[src/rtl/fetch_queue_pc.sv]
// fetch_queue_pc: PC generator feeding a small fetch FIFO drained by decode via valid/ready
module fetch_queue_pc #(
  parameter int XLEN = 32,
  parameter logic [XLEN-1:0] RESET_PC = '0,
  parameter int PC_STEP = 4,
  parameter int FQ_DEPTH = 4
) (
  input  logic                        clk,
  input  logic                        reset,
  output logic [XLEN-1:0]             iaddr,
  input  logic [XLEN-1:0]             idata,
  input  logic                        redirect_valid,
  input  logic [XLEN-1:0]             redirect_pc,
  output logic                        out_valid,
  output logic [XLEN-1:0]             out_pc,
  output logic [XLEN-1:0]             out_instr,
  input  logic                        out_ready,
  output logic [$clog2(FQ_DEPTH):0]   fq_count
);
  localparam int AW = $clog2(FQ_DEPTH);
  localparam logic [XLEN-1:0] STEP = XLEN'(PC_STEP);
  localparam logic [AW:0] DEPTH = (AW+1)'(FQ_DEPTH);
  logic [XLEN-1:0] pc;
  logic [2*XLEN-1:0] mem [FQ_DEPTH];
  logic [AW-1:0] rd_ptr, wr_ptr;
  logic [AW:0] count;
  logic pop, push;
  assign iaddr = pc;
  assign fq_count = count;
  assign out_valid = count != '0;
  assign {out_pc, out_instr} = mem[rd_ptr];
  assign pop = out_valid & out_ready;
  assign push = !redirect_valid & ((count < DEPTH) | pop);
  // PC, pointers and occupancy; redirect flushes and reloads, otherwise advance on push/pop
  always_ff @(posedge clk) begin
    if (reset) begin
      pc <= RESET_PC;
      rd_ptr <= '0;
      wr_ptr <= '0;
      count <= '0;
    end else if (redirect_valid) begin
      pc <= redirect_pc & ~(STEP - 1'b1);
      rd_ptr <= '0;
      wr_ptr <= '0;
      count <= '0;
    end else begin
      if (push) pc <= pc + STEP;
      if (push) wr_ptr <= wr_ptr + 1'b1;
      if (pop) rd_ptr <= rd_ptr + 1'b1;
      count <= count + (AW+1)'(push) - (AW+1)'(pop);
    end
  end
  // Capture the fetched word alongside its PC
  always_ff @(posedge clk) begin
    if (!reset && push) mem[wr_ptr] <= {pc, idata};
  end
endmodule

[config.mk]
export PLATFORM = sky130hd
export DESIGN_NAME = fetch_queue_pc
export DESIGN_NICKNAME = d
export VERILOG_FILES = /design/src/rtl/fetch_queue_pc.sv
export SDC_FILE = /design/constraint.sdc
export NUM_CORES = 1
export LEC_CHECK = 0
export ABC_AREA = 1
export BUFFER_PORTS_ARGS = -buffer_cell sky130_fd_sc_hd__clkbuf_2
export CORE_UTILIZATION = 57
export DETAILED_ROUTE_END_ITERATION = 8
export PLACE_DENSITY = 0.8
export REMOVE_ABC_BUFFERS = 1
export SYNTH_ARGS = -nofsm -noshare
export SYNTH_HDL_FRONTEND = slang
export SYNTH_SLANG_ARGS = --single-unit
[constraint.sdc]
create_clock -name clk -period 5.5 [get_ports clk]
set_input_delay 0.275 -clock clk [delete_from_list [all_inputs] [get_ports clk]]
set_output_delay 0.275 -clock clk [all_outputs]
set_load 0.05 [all_outputs]
==> impl_metrics.tcl, run 1 <==
set metrics [dict create \
    drc 0 \
    gp_congestion 0.8361 \
    power_density_nw_per_um2 331.0 \
    yosysWarnings 0 \
    num_rows 51 \
    antenna_left 0 \
    synth-main-ff-cell "edfxtp_1" \
    dpl.hpwl_um 15020 \
    clkTransAtPathRegs_ps 70 \
    route.vias.total 8101 \
    drive_gt1_share_pct 19.41 \
    via_per_inst 5.568 \
    hold_buffers 33 \
    finalHoldViolations 0 \
    synth_area_um2 11650 \
    cp_data_required_time_ps 5220 \
    cp.arrival_ps 3350 \
    grt_overflow_total 0 \
    final_design_area_no_fill_um2 13770 \
    netlist_instances 988 \
    worstSetupPathType "flip-flop to primary output" \
    final_nets 1247 \
    tns_ps 0 \
    core_um2 19720 \
    drt_iter0_drc 654 \
    grt.total_usage_pct 24.62 \
    dieArea_um2 21010 \
    cp_max_fo 69 \
    grt_pass1_vias 7638 \
    ios 168 \
    fin_crit_sh_pct 65.82 \
    status "finished clean" \
    die_y_um 145.0 \
    cts_buffers 27 \
    synth_edf_count 248 \
    startpoint_type "flip-flop" \
    clockRootBuffer "clkbuf_16" \
    drt-total-wl_um 26070 \
    maxSlewHeadroom_pct 25.17 \
    syn_area_per_cell_um2 11.79 \
    ys_ff_latch 287 \
    min_path_type "input pin to flip-flop" \
    p_leak_nw 5.003 \
    wire_per_inst_um 17.92 \
    clock-sinks 287 \
    antenna_found_initial 0 \
    r2r_start "fq_count[2]" \
    fmax_mhz 276.2 \
    drv_cap 0 \
    hold_end "iaddr[4]" \
    cts_tree "done" \
    antennaDiodeCount 0 \
    worstSkewPairLatency_ps 520 \
    initial_core_util_pct 59.08 \
    min_period_ps 3620 \
    h-tree-depth 1 \
    rsz0062_at_grt "false" \
    reg2reg_to "mem[2][12]" \
    portBuffers 161 \
    hold_depth 3 \
    place_ws_ps 2291 \
    worst_slew_pin_slew_ps 1120 \
    slew_viol_final 0 \
    worstHoldStart "redirect_pc[4]" \
    finalSetupViolCount 0 \
    placed_cell_area_um2 12680 \
    hold_ws_ps 37.33 \
    post-route-util_pct 69.85 \
    areaGrowthSynthToFinish_pct 18.23 \
    clockBufferDepth 3 \
    layout_setup_ws_ps 1880 \
    cts_resized 0 \
    dr.pass1.iters 5 \
    grt_pass1_wl_um 40630 \
    ir_drop_mv 0.1686 \
    ys_types 37 \
    rr_worst_depth 6 \
    regToRegSetupSlack_ps 2920 \
    die_x_um 145.0 \
    postCtsSetupBuffers 0 \
    async_reset_ff_share_pct 0 \
    end_kind "primary output" \
    fin_skew_ps 13.01 \
    grt_max_degree 73 \
    synth-seq-area-share_pct 70.63 \
]
==> worst max path at each step <==
stage                              start            end  slack [ps]  cells after the start
after floorplan                flip-flop   out_instr[0]         490                      3
after global placement    redirect_valid     mem[0][57]        2280                      7
after detailed placement  redirect_valid     mem[0][61]        2290                      7
after CTS                      flip-flop     out_pc[14]        1880                      5
after global routing           flip-flop     out_pc[14]        1590                      5
final                          flip-flop  out_instr[14]        1880                      5
==> state kept, by name, indices dropped and copies added (netlist names), named ones only <==
signal	cells
fq_count	3
iaddr	30
rd_ptr	2
mem	248
wr_ptr	2
==> cells by family (layout without fill, tap and decap cells) <==
logic type / count (synthesis) / after routing / share of synthesized area, %
other: 1 / 4 / 0.03219
AOI/OAI and AO/OA: 260 / 260 / 12.36
and+or+nand+nor: 319 / 319 / 11.70
xor gates and xnor gates: 9 / 9 / 0.6766
DFF: 287 / 287 / 70.63
buffers and inverters: 104 / 303 / 3.684
adders and majority gates: 8 / 8 / 0.9236
==> per-stage QoR <==
step	std cells	power (mW)
after floorplan	939	2.808
after global placement	1374	2.946
after detailed placement	1374	2.955
after CTS	1455	4.576
after global routing	1455	4.691
final	1455	4.559
==> cell type report <==
type                            instances  area [um2]
Clock buffer                           36       709.4
Clock inverter                         12       50.05
Fill cell                            1338        5944
Inverter                               52       198.9
Multi-Input combinational cell        600        3034
Sequential cell                       287        8233
Tap cell                              265       331.6
Timing Repair Buffer                  203        1216
==> power by group <==
group,switching (mW),internal (mW),leakage (nW),total (mW)
Combinational,0.338,0.114,2.06,0.452
Sequential,0.0513,2.43,2.57,2.48
Clock,0.732,0.897,0.372,1.63
==> cells in the mapped netlist, drive strengths merged, types with 5 or more instances <==
master,n,area share [%]
edfxtp,248,64
nor2,179,6.5
o21ai,150,6.5
nand2,108,3.6
o22ai,63,3.4
inv,52,1.7
dfxtp,39,6.7
clkbuf,34,1.1
nand3,23,1.1
a21oi,22,0.95
buf,18,0.89
a22oi,16,1.0
ha,7,0.75
a31oi,5,0.27
xor2,5,0.38
==> worst max-delay path, stage by stage, from the launching register on <==
cell and delay, ps:
dfxtp_4 680, clkinv_2 840, buf_4 610, o21ai_0 240
o22ai_1 110, clkbuf_2 250
==> placed cells by master (no fill, tap or decap), drive strengths merged <==
| cell type | synthesis | final |
|---|---|---|
| nand3b | 1 | 1 |
| nand4 | 3 | 3 |
| conb | 1 | 4 |
| nor2 | 179 | 179 |
| a22oi | 16 | 16 |
| o22ai | 63 | 63 |
| a31oi | 5 | 5 |
| o21bai | 4 | 4 |
| a21oi | 22 | 22 |
| and2 | 1 | 1 |
| buf | 18 | 9 |
| xnor2 | 4 | 4 |
| nor3 | 4 | 4 |
| dlygate4sd3 | 0 | 33 |
| clkbuf | 34 | 197 |
| nand2 | 108 | 108 |
| inv | 52 | 51 |
| fa | 1 | 1 |
| edfxtp | 248 | 248 |
| clkinv | 0 | 13 |
| o21ai | 150 | 150 |
| xor2 | 5 | 5 |
| dfxtp | 39 | 39 |
| ha | 7 | 7 |
| nand3 | 23 | 23 |
==> per-layer routing <==
layer  track usage, %  wire length [um]  vias to the layer above
li1                 -                 -                     3907
met1            33.75             10690                     3832
met3            3.428              2131                       49
met5                0                 0                        -
met2            40.84             12580                      313
met4            7.766               672                        0
Power figures use the tool's default switching activity.
==> run 2: changes to the inputs <==
- ABC_AREA: 1 -> 0
- clock period: 5.5 -> 3.5 ns (I/O delays scaled with it)
==> run 2 against run 1 <==
Compared with the run above:
- power grew 65%
- cell area up 0.26%
- first-iteration DRC count down 12%
- largest power group unchanged
- worst setup slack got worse by 1100 ps
- critical path type is now flip-flop to flip-flop
- wire length is 9.2% lower
- sequential share of layout area fell by 0.14 points
- critical path depth fell by 1
- critical endpoint is now iaddr[25]
==> impl_metrics.tcl, run 2 <==
set metrics [dict create \
    syn_area_per_cell_um2 18.31 \
    synth_area_um2 11230 \
    drive_gt1_share_pct 33.45 \
    fin_skew_ps 14.12 \
    min_period_ps 2695 \
    grt_max_degree 63 \
    dpl.hpwl_um 13980 \
    dr.pass1.iters 5 \
    worstHoldStart "redirect_pc[28]" \
    clkTransAtPathRegs_ps 60 \
    synth-main-ff-cell "edfxtp_1" \
    switching_share_pct 23.88 \
    ys_types 42 \
    share_seq_of_total_power_pct 51.9 \
    drc 0 \
    cp.arrival_ps 3140 \
    rsz0062_at_grt "false" \
    synth-seq-area-share_pct 73.29 \
    regToRegSetupSlack_ps 810 \
    hold_end "iaddr[28]" \
    ios 168 \
    maxSlewHeadroom_pct 33.96 \
    antenna_left 0 \
    cp_data_required_time_ps 3950 \
    rr_worst_depth 4 \
    startpoint_type "flip-flop" \
    worstSetupPathType "flip-flop to flip-flop" \
    p_leak_nw 4.755 \
    slew_viol_final 0 \
    portBuffers 161 \
    grt_overflow_total 0 \
    status "finished clean" \
    worstSkewPairLatency_ps 540 \
    antennaDiodeCount 0 \
    reg2reg_to "iaddr[25]" \
    gp_congestion 0.8628 \
    synth_edf_count 248 \
    final_nets 911 \
    hold_depth 5 \
    cts_resized 0 \
    final_common_cell "edfxtp_1" \
    r2r_start "iaddr[6]" \
    h-tree-depth 1 \
    die_y_um 142.3 \
    drv_cap 0 \
    synthTopCellsByArea "edfxtp_1 66%, mux4_2 12%, dfxtp_1 7.0%" \
    async_reset_ff_share_pct 0 \
    grt.total_usage_pct 24.03 \
    p_int_mw 5.739 \
    cts_buffers 29 \
    largest_reg_flops 248 \
    num_rows 50 \
    power_density_nw_per_um2 546.0 \
    clock-sinks 287 \
    areaGrowthSynthToFinish_pct 23.02 \
    fin_crit_sh_pct 76.99 \
    place_ws_ps 814.8 \
    synth_most_common_cell "edfxtp_1" \
    ir_drop_mv 0.4425 \
    dieArea_um2 20260 \
    end_kind "flip-flop" \
    route.vias.total 6604 \
    antenna_found_initial 0 \
    layout_setup_ws_ps 805.2 \
    fmax_mhz 371.1 \
    synth_area_leader_cell "edfxtp_1" \
    cp_max_fo 18 \
    placed_cell_area_um2 12340 \
    clockBufferDepth 3 \
    via_per_inst 5.907 \
    final_cell_mix "248 x edfxtp_1, 161 x clkbuf_2, 62 x mux4_2" \
    yosysWarnings 0 \
    final_design_area_no_fill_um2 13810 \
    netlist_instances 613 \
    worst_slew_pin_slew_ps 990.6 \
    comb_power_share_pct 9.6 \
    p_switching_mw 1.801 \
    finalHoldViolations 0 \
    synth.top_cells.by_count "248 x edfxtp_1, 62 x mux4_2, 39 x dfxtp_1, 27 x clkbuf_1, 26 x nor2_1" \
    power_mw 7.539 \
    initial_core_util_pct 59.03 \
    die_x_um 142.3 \
    drt-total-wl_um 23680 \
    core_um2 19020 \
    clock_power_share_pct 38.6 \
    grt_pass1_wl_um 36620 \
    cts_tree "done" \
    ys_ff_latch 287 \
    place_inst 1008 \
    top_register "mem" \
    min_path_type "input pin to flip-flop" \
    grt_pass1_vias 6866 \
    finalSetupViolCount 0 \
    wire_per_inst_um 21.18 \
    clockRootBuffer "clkbuf_16" \
    synth_top_area_share_pct 66.34 \
    instances_no_fill 1118 \
    drt_iter0_drc 578 \
    post-route-util_pct 72.61 \
]
## run 2: how the worst max path moves through the flow
stage                    from            end  slack (ps)
detailed placement   iaddr[6]      iaddr[19]         810
global route         iaddr[6]      iaddr[25]         620
floorplan           flip-flop   out_instr[0]        -140
CTS                 flip-flop  out_instr[12]         780
global placement     iaddr[6]      iaddr[24]         980
finish               iaddr[6]      iaddr[25]         810
## run 2: final cells by class
class | count | area, um2
fillers | 1222 | 5209
repair buffers | 228 | 1486
flip-flops and latches | 287 | 8235
inverters | 14 | 52.55
clock inverters | 12 | 91.34
multi-input cells | 275 | 2804
well taps | 260 | 325.3
clock buffers | 42 | 814.5
## run 2: cell families (layout without fill, tap and decap cells)
kind of cell | count (synthesis) | after routing | synth area share, %
buf+inv | 54 | 296 | 2.006
fa+ha+maj | 8 | 8 | 0.9585
other cells | 1 | 4 | 0.03341
simple gates | 123 | 123 | 6.008
compound gates | 65 | 65 | 4.247
flops | 287 | 287 | 73.29
xor+xnor | 13 | 13 | 1.014
mux | 62 | 62 | 12.44
## run 2: worst max-delay path, cell delays in order (launching register included)
cell	delay, ps
dfxtp_1	540
nand4_2	360
or4_1	850
or4_1	580
a311oi_1	280
## run 2: layer usage
metal  wire [um]  GRT usage (%)  up-vias
li1            -              -     2939
met3        1943          4.475       40
met1        9393          31.78     3330
met2       11830          40.43      295
met4         512          8.149        0
met5           0              0        -
## run 2: per-stage QoR
stage	hold WS [ps]	setup TNS [ps]
6_report	53.01	0
5_1_grt	66.78	0
4_1_cts	26.86	0
3_5_place_dp	395.8	0
3_3_place_gp	389.1	0
2_1_floorplan	244.1	-8433
## run 2: power by group through the flow
| stage | sequential [mW] | combinational [mW] | clock [mW] |
|---|---|---|---|
| floorplan | 4.05 | 0.374 | 0 |
| global placement | 3.97 | 0.657 | 0 |
| detailed placement | 3.98 | 0.671 | 0 |
| CTS | 3.91 | 0.725 | 2.95 |
| global route | 3.92 | 0.760 | 3.08 |
| finish | 3.91 | 0.722 | 2.91 |
## run 2: timing repair
action,in CTS,in global routing
buffers inserted,0,0
setup endpoints to repair,0,0
hold buffers,56,0
endpoints found under the hold margin,152,0
